## config.mk

```make
export PLATFORM = sky130hd
export DESIGN_NAME = acq_readout_ctrl
export DESIGN_NICKNAME = d
export VERILOG_FILES = /design/src/rtl/acq_readout_ctrl.sv
export SDC_FILE = /design/constraint.sdc
export NUM_CORES = 1
export LEC_CHECK = 0
export ABC_AREA = 1
export BUFFER_PORTS_ARGS = -buffer_cell sky130_fd_sc_hd__buf_2
export CAP_MARGIN = 40
export CORE_MARGIN = 5
export CORE_UTILIZATION = 61
export CTS_CLUSTER_DIAMETER = 60
export CTS_CLUSTER_SIZE = 12
export DETAILED_ROUTE_END_ITERATION = 12
export PLACE_DENSITY_LB_ADDON = 0.08
export RECOVER_POWER = 25
export SYNTH_ARGS = -nofsm -noshare
export SYNTH_HDL_FRONTEND = slang
export SYNTH_SLANG_ARGS = --single-unit
```

## constraint.sdc

```tcl
create_clock -name clk -period 3.73 [get_ports clk]
set_input_delay 0.373 -clock clk [delete_from_list [all_inputs] [get_ports clk]]
set_output_delay 0.373 -clock clk [all_outputs]
set_load 0.02 [all_outputs]
```

## src/rtl/acq_readout_ctrl.sv

```systemverilog
// Capture-and-readout sequencer: arms the acquisition block, reads the trigger-aligned window
// from the four channel RAMs and streams it out through a small skid FIFO.
module acq_readout_ctrl #(
  parameter int RAM_WIDTH  = 10,
  parameter int RD_LATENCY = 2,
  parameter int FIFO_DEPTH = 4
) (
  input  logic                 clk,
  input  logic                 rst,
  input  logic                 start_req,
  input  logic                 abort,
  input  logic [3:0]           chan_mask,
  input  logic [RAM_WIDTH-1:0] nsmp,
  input  logic [RAM_WIDTH-1:0] triggerpoint,
  output logic                 start_trigger,
  input  logic                 data_ready,
  input  logic [RAM_WIDTH-1:0] wraddress_triggerpoint,
  output logic                 rden,
  output logic [RAM_WIDTH-1:0] rdaddress,
  input  logic [7:0]           ram_q1,
  input  logic [7:0]           ram_q2,
  input  logic [7:0]           ram_q3,
  input  logic [7:0]           ram_q4,
  output logic [7:0]           tx_data,
  output logic [1:0]           tx_chan,
  output logic                 tx_valid,
  input  logic                 tx_ready,
  output logic                 tx_last,
  output logic                 busy,
  output logic                 done
);
  localparam int PW = $clog2(FIFO_DEPTH);
  localparam int CW = $clog2(FIFO_DEPTH + 1);

  typedef enum logic [2:0] {S_IDLE, S_ARM, S_WAIT_TRIG, S_READ, S_DRAIN, S_DONE} state_e;
  typedef struct packed { logic v; logic [1:0] chan; logic last; } pipe_t;
  typedef struct packed { logic [1:0] chan; logic last; logic [7:0] data; } entry_t;

  state_e               state_q, state_d;
  logic [3:0]           mask_q, mask_d;
  logic [RAM_WIDTH-1:0] nsmp_q, nsmp_d, tp_q, tp_d, base_q, base_d, idx_q, idx_d;
  logic [1:0]           chan_q, chan_d;
  pipe_t                pipe_q [RD_LATENCY];
  entry_t               fifo_q [FIFO_DEPTH];
  logic [PW-1:0]        wr_ptr_q, rd_ptr_q;
  logic [CW-1:0]        cnt_q, inflight;
  logic                 issue, room, is_last, last_issue, push, pop;
  logic                 nxt_found;
  logic [1:0]           nxt_chan, first_chan;
  entry_t               head, push_entry;

  // Lowest enabled channel overall, and the next enabled channel above the current one.
  always_comb begin
    first_chan = '0;
    nxt_found  = 1'b0;
    nxt_chan   = '0;
    for (int c = 3; c >= 0; c--) begin
      if (mask_q[c]) first_chan = 2'(c);
      if (mask_q[c] && (2'(c) > chan_q)) begin
        nxt_found = 1'b1;
        nxt_chan  = 2'(c);
      end
    end
  end

  always_comb begin
    inflight = '0;
    for (int i = 0; i < RD_LATENCY; i++) inflight = inflight + CW'(pipe_q[i].v);
  end

  assign room       = ({1'b0, cnt_q} + {1'b0, inflight}) < (CW+1)'(FIFO_DEPTH);
  assign is_last    = (idx_q == nsmp_q - RAM_WIDTH'(1));
  assign last_issue = is_last && !nxt_found;

  // NOTE: every signal gets a default before the case so no path leaves it unassigned (no latches).
  always_comb begin
    state_d = state_q;
    mask_d  = mask_q;
    nsmp_d  = nsmp_q;
    tp_d    = tp_q;
    base_d  = base_q;
    idx_d   = idx_q;
    chan_d  = chan_q;
    issue   = 1'b0;
    unique case (state_q)
      S_IDLE: if (start_req) begin
        mask_d  = chan_mask;
        nsmp_d  = nsmp;
        tp_d    = triggerpoint;
        state_d = (chan_mask == '0 || nsmp == '0) ? S_DONE : S_ARM;
      end
      S_ARM: if (!data_ready) state_d = S_WAIT_TRIG;
      S_WAIT_TRIG: if (data_ready) begin
        base_d  = wraddress_triggerpoint - tp_q;
        chan_d  = first_chan;
        idx_d   = '0;
        state_d = S_READ;
      end
      S_READ: if (room) begin
        issue = 1'b1;
        if (is_last) begin
          idx_d = '0;
          if (nxt_found) chan_d = nxt_chan;
          else           state_d = S_DRAIN;
        end else begin
          idx_d = idx_q + RAM_WIDTH'(1);
        end
      end
      S_DRAIN: if (cnt_q == '0 && inflight == '0) state_d = S_DONE;
      S_DONE:  state_d = S_IDLE;
      default: state_d = S_IDLE;
    endcase
    if (abort) begin
      state_d = S_IDLE;
      issue   = 1'b0;
    end
  end

  // NOTE: sequential state uses non-blocking assignments so all registers update together.
  always_ff @(posedge clk) begin
    if (rst) begin
      state_q <= S_IDLE;
      mask_q  <= '0;
      nsmp_q  <= '0;
      tp_q    <= '0;
      base_q  <= '0;
      idx_q   <= '0;
      chan_q  <= '0;
    end else begin
      state_q <= state_d;
      mask_q  <= mask_d;
      nsmp_q  <= nsmp_d;
      tp_q    <= tp_d;
      base_q  <= base_d;
      idx_q   <= idx_d;
      chan_q  <= chan_d;
    end
  end

  // Tags travel alongside the RAM so each returning byte knows its channel and last flag.
  always_ff @(posedge clk) begin
    if (rst || abort) begin
      for (int i = 0; i < RD_LATENCY; i++) pipe_q[i] <= '0;
    end else begin
      pipe_q[0] <= {issue, chan_q, issue && last_issue};
      for (int i = 1; i < RD_LATENCY; i++) pipe_q[i] <= pipe_q[i-1];
    end
  end

  assign push = pipe_q[RD_LATENCY-1].v;
  assign pop  = tx_valid && tx_ready;

  always_comb begin
    push_entry.chan = pipe_q[RD_LATENCY-1].chan;
    push_entry.last = pipe_q[RD_LATENCY-1].last;
    unique case (pipe_q[RD_LATENCY-1].chan)
      2'd0:    push_entry.data = ram_q1;
      2'd1:    push_entry.data = ram_q2;
      2'd2:    push_entry.data = ram_q3;
      default: push_entry.data = ram_q4;
    endcase
  end

  always_ff @(posedge clk) begin
    if (rst || abort) begin
      wr_ptr_q <= '0;
      rd_ptr_q <= '0;
      cnt_q    <= '0;
    end else begin
      if (push) wr_ptr_q <= wr_ptr_q + PW'(1);
      if (pop)  rd_ptr_q <= rd_ptr_q + PW'(1);
      cnt_q <= cnt_q + CW'(push) - CW'(pop);
    end
  end

  // NOTE: FIFO storage is not reset; the count gates every read, so stale entries are never seen.
  always_ff @(posedge clk) begin
    if (push) fifo_q[wr_ptr_q] <= push_entry;
  end

  always_ff @(posedge clk) begin
    if (!rst) assert (!(push && !pop && cnt_q == CW'(FIFO_DEPTH)));
  end

  assign head          = fifo_q[rd_ptr_q];
  assign tx_valid      = (cnt_q != '0);
  assign tx_data       = tx_valid ? head.data : '0;
  assign tx_chan       = tx_valid ? head.chan : '0;
  assign tx_last       = tx_valid && head.last;
  assign rden          = issue;
  assign rdaddress     = base_q + idx_q;
  assign start_trigger = (state_q == S_ARM) && !abort;
  assign busy          = (state_q != S_IDLE);
  assign done          = (state_q == S_DONE);
endmodule
```

==> reports/qor.yml <==
pwr:
  vdd.ir_drop.worst_mv: 0.209
  cellLeakagePower_uw: 0.00301
  pwr_density_cell_nw_per_um2: 350
  power_frac_comb: 0.139
  power_frac_seq: 0.543
  power.net_switching_uw: 654
  internal-power_uw: 1720
  power_switching_share: 0.275
  power.clock.fraction: 0.318
cells_and_area:
  areaGrowthSynthToFinish_pct: 12.6
  stdcell_area_um2: 6800
  n_fill_cell: 812
  layout.core_utilization: 0.699
  stdcell_count: 979
  final_net_count: 945
  post_route_cells_drive_above_1_share: 0.177
  antenna-diode-count: 0
worst_setup_path:
  timing.critical_path.fanout_max: 5
  critPathSlowestCell: "sky130_fd_sc_hd__dfxtp_1"
  max_stage_delay_ps: 430
  worstSetupStartpointType: "flip-flop"
  kind_of_critical_path: "flip-flop to primary output"
  cp_common_cell: "sky130_fd_sc_hd__nand2_1"
  crit_buf_inv: 2
  crit_required_ps: 3360
  critical_path.endpoint_type: "primary output"
  crit_path_cell_trace: "ha_1 > inv_1 > fa_1 > o21ai_0 > nand2_1 > nand2_1 > nand2_1 > nand2_1 > nand2_1 > nand2_1 > a21oi_1 > xnor2_1 > buf_2"
  crit_family: "adder cells"
  worst-endpoint-arrival_ps: 2700
synth:
  synth_ff_type: "sky130_fd_sc_hd__dfxtp_1"
  yosys_register_bits: 110
  synth_cells: 752
  synth_warnings: 0
  synth-edff-count: 44
  count_of_different_cell_masters_after_synthesis: 45
  syn_area_um2: 6040
  syn_nets: 856
  synthArstFlopShare: 0
  syn-mean-instance-area_um2: 8.03
  synth.yosys.seq_area_share: 0.438
timing:
  final.setup.tns_ps: 0
  final.min_clock_period_ps: 3080
  report.final.slew_viol_count: 0
  fmax_mhz: 325
  timing_worst_slew_pin_value_ps: 839
  setup_viol: 0
  final_min_period_over_clock_period: 0.825
  fin_hold_viols: 0
  fin_skew_ps: 14.8
  rsz_0062_raised_after_global_routing: "no"
  slew_headroom: 0.440
detailed_routing:
  drt_iter0_markers: 312
  wire_per_inst_um: 14.1
  met2WireLength_um: 6950
  route.vias.total: 5217
  highest_layer: "met4"
  wirelength_um: 13800
  drc: 0
  drt-met1-wl_um: 5790
  drt.antenna.violating_nets: 0
  route.detailed.vias_per_inst: 5.33
  drt_pre_antenna_iters: 5
  met3_length_um: 838
die:
  die_height_um: 109
  die_x_um: 109
  fp.coreArea_um2: 9730
  floorplan.io_pins: 98
  die-area_um2: 12000
  rows: 36
  starting_density_of_the_core: 0.621
cts:
  cts_inserted_buffers: 9
  ctsHtreeMaxLevel: 3
  tritoncts: "done"
  clk-insertion-delay-late_ps: 380
  max-clock-path-buffers: 2
  master_cell_of_the_clock_root_buffer: "sky130_fd_sc_hd__clkbuf_8"
  clkSinkCount: 110
  cts_repair_resize_count: 0
  cts_hold_buf: 0
  clk_pin_slew_worst_paths_ps: 100
  post_cts_buffers: 0
outcome:
  status: "finished clean"
global_route:
  overflow: 0
  grt_antenna_before_repair: 0
  grt_usage: 0.242
  grt_pass1_vias: 5083
  global_route_wire_length_before_repair_um: 22800
  pin_count_of_the_biggest_net_entering_global_routing: 28
place:
  dpl.cell_count: 963
  placement.io_buffers: 97
  gp_congestion: 0.918
  placed_cell_area_um2: 6590
  dp.final_hpwl_um: 10500
min_path:
  min-delay-path-class: "input pin to flip-flop"
run:
  max_cap_violations: 0
==> registers in the layout (all words and copies together) (netlist names), 3 cells and up, named ones only <==
signal   count
pipe_q       8
nsmp_q      10
mask_q       4
tp_q        10
fifo_q      44
state_q      3
base_q      10
cnt_q        3
idx_q       10
==> cells in the final DEF, fill, tap and decap left out, types with 10 or more instances in the layout <==
master and instances:
sky130_fd_sc_hd__a21oi_1 74, sky130_fd_sc_hd__buf_2 96, sky130_fd_sc_hd__dfxtp_1 66, sky130_fd_sc_hd__edfxtp_1 44, sky130_fd_sc_hd__ha_1 29, sky130_fd_sc_hd__inv_1 93, sky130_fd_sc_hd__nand2_1 107, sky130_fd_sc_hd__nand3_1 28
sky130_fd_sc_hd__nand4_1 10, sky130_fd_sc_hd__nor2_1 112, sky130_fd_sc_hd__o21ai_0 69, sky130_fd_sc_hd__xor2_1 22
==> power by group through the flow <==
stage | Sequential, µW | Combinational (µW) | Clock (µW)
6_report | 1290 | 330 | 757
5_1_grt | 1290 | 375 | 822
4_1_cts | 1290 | 331 | 767
3_5_place_dp | 1320 | 329 | 0
3_3_place_gp | 1320 | 319 | 0
2_1_floorplan | 1310 | 232 | 0
==> cell usage after synthesis, types with 3 or more instances <==
master / number / area share
sky130_fd_sc_hd__nor2_1: 112 / 0.070
sky130_fd_sc_hd__nand2_1: 107 / 0.067
sky130_fd_sc_hd__inv_1: 93 / 0.058
sky130_fd_sc_hd__a21oi_1: 74 / 0.061
sky130_fd_sc_hd__o21ai_0: 69 / 0.057
sky130_fd_sc_hd__dfxtp_1: 66 / 0.22
sky130_fd_sc_hd__edfxtp_1: 44 / 0.22
sky130_fd_sc_hd__ha_1: 29 / 0.060
sky130_fd_sc_hd__nand3_1: 28 / 0.023
sky130_fd_sc_hd__xor2_1: 22 / 0.032
sky130_fd_sc_hd__clkbuf_1: 13 / 0.0081
sky130_fd_sc_hd__nand4_1: 10 / 0.010
sky130_fd_sc_hd__nand2_2: 9 / 0.0093
sky130_fd_sc_hd__nor3_1: 7 / 0.0058
sky130_fd_sc_hd__nor3_2: 7 / 0.012
sky130_fd_sc_hd__nor4_1: 7 / 0.0073
sky130_fd_sc_hd__xnor2_1: 7 / 0.010
sky130_fd_sc_hd__nor2_2: 4 / 0.0041
sky130_fd_sc_hd__o21ai_1: 4 / 0.0033
sky130_fd_sc_hd__a221oi_1: 3 / 0.0044
sky130_fd_sc_hd__fa_1: 3 / 0.0099
sky130_fd_sc_hd__inv_2: 3 / 0.0019
sky130_fd_sc_hd__nand2_4: 3 / 0.0056
==> worst register-to-register path, delay by kind of cell (launching register included) <==
kind | cells | cell delay [ps]
buffers and inverters | 2 | 430
and+or+nand+nor | 6 | 850
AOI/OAI and AO/OA | 2 | 270
DFF | 1 | 380
==> final timing paths <==
check / startpoint / to / slack, ps / depth (start not counted)
worst max-delay path: idx_q[0] / rdaddress[8] / 650 / 13
worst min-delay path: triggerpoint[9] / tp_q[9] / 260 / 3
worst max register to register: cnt_q[1] / state_q[0] / 1710 / 10
worst min register to register: pipe_q[0][1] / pipe_q[0][5] / 410 / 2
==> routing by layer <==
metal / track usage / vias up
li1: - / 2665
met5: 0 / -
met4: 0.0739 / 0
met2: 0.440 / 138
met1: 0.289 / 2390
met3: 0.0429 / 24
==> kinds of logic after synthesis <==
family | Yosys count | synth area share
AO/OA/AOI/OAI | 160 | 0.139
XOR/XNOR | 30 | 0.0448
adder cells (fa/ha/maj) | 32 | 0.0700
buffers and inverters | 117 | 0.0794
flip-flops | 110 | 0.438
AND/OR/NAND/NOR | 303 | 0.229
==> area by class of cell <==
cell class | instances | area [µm²] | share of cell area
clock buffers | 9 | 124 | 0.0182
clock inverters | 7 | 88.8 | 0.0131
inverters | 96 | 360 | 0.0530
multi-input cells | 525 | 2920 | 0.429
flip-flops and latches | 110 | 2640 | 0.389
well taps | 133 | 166 | 0.0245
repair buffers | 99 | 499 | 0.0734
==> metrics by stage <==
| stage | worst slack (ps) | hold WS, ps | total power, µW |
|---|---|---|---|
| floorplan | 1320 | 394 | 1540 |
| global placement | 1290 | 395 | 1640 |
| detailed placement | 1080 | 401 | 1650 |
| CTS | 660 | 249 | 2390 |
| global route | 414 | 262 | 2490 |
| finish | 653 | 258 | 2380 |
No activity file was read; power rests on OpenSTA's default activity.
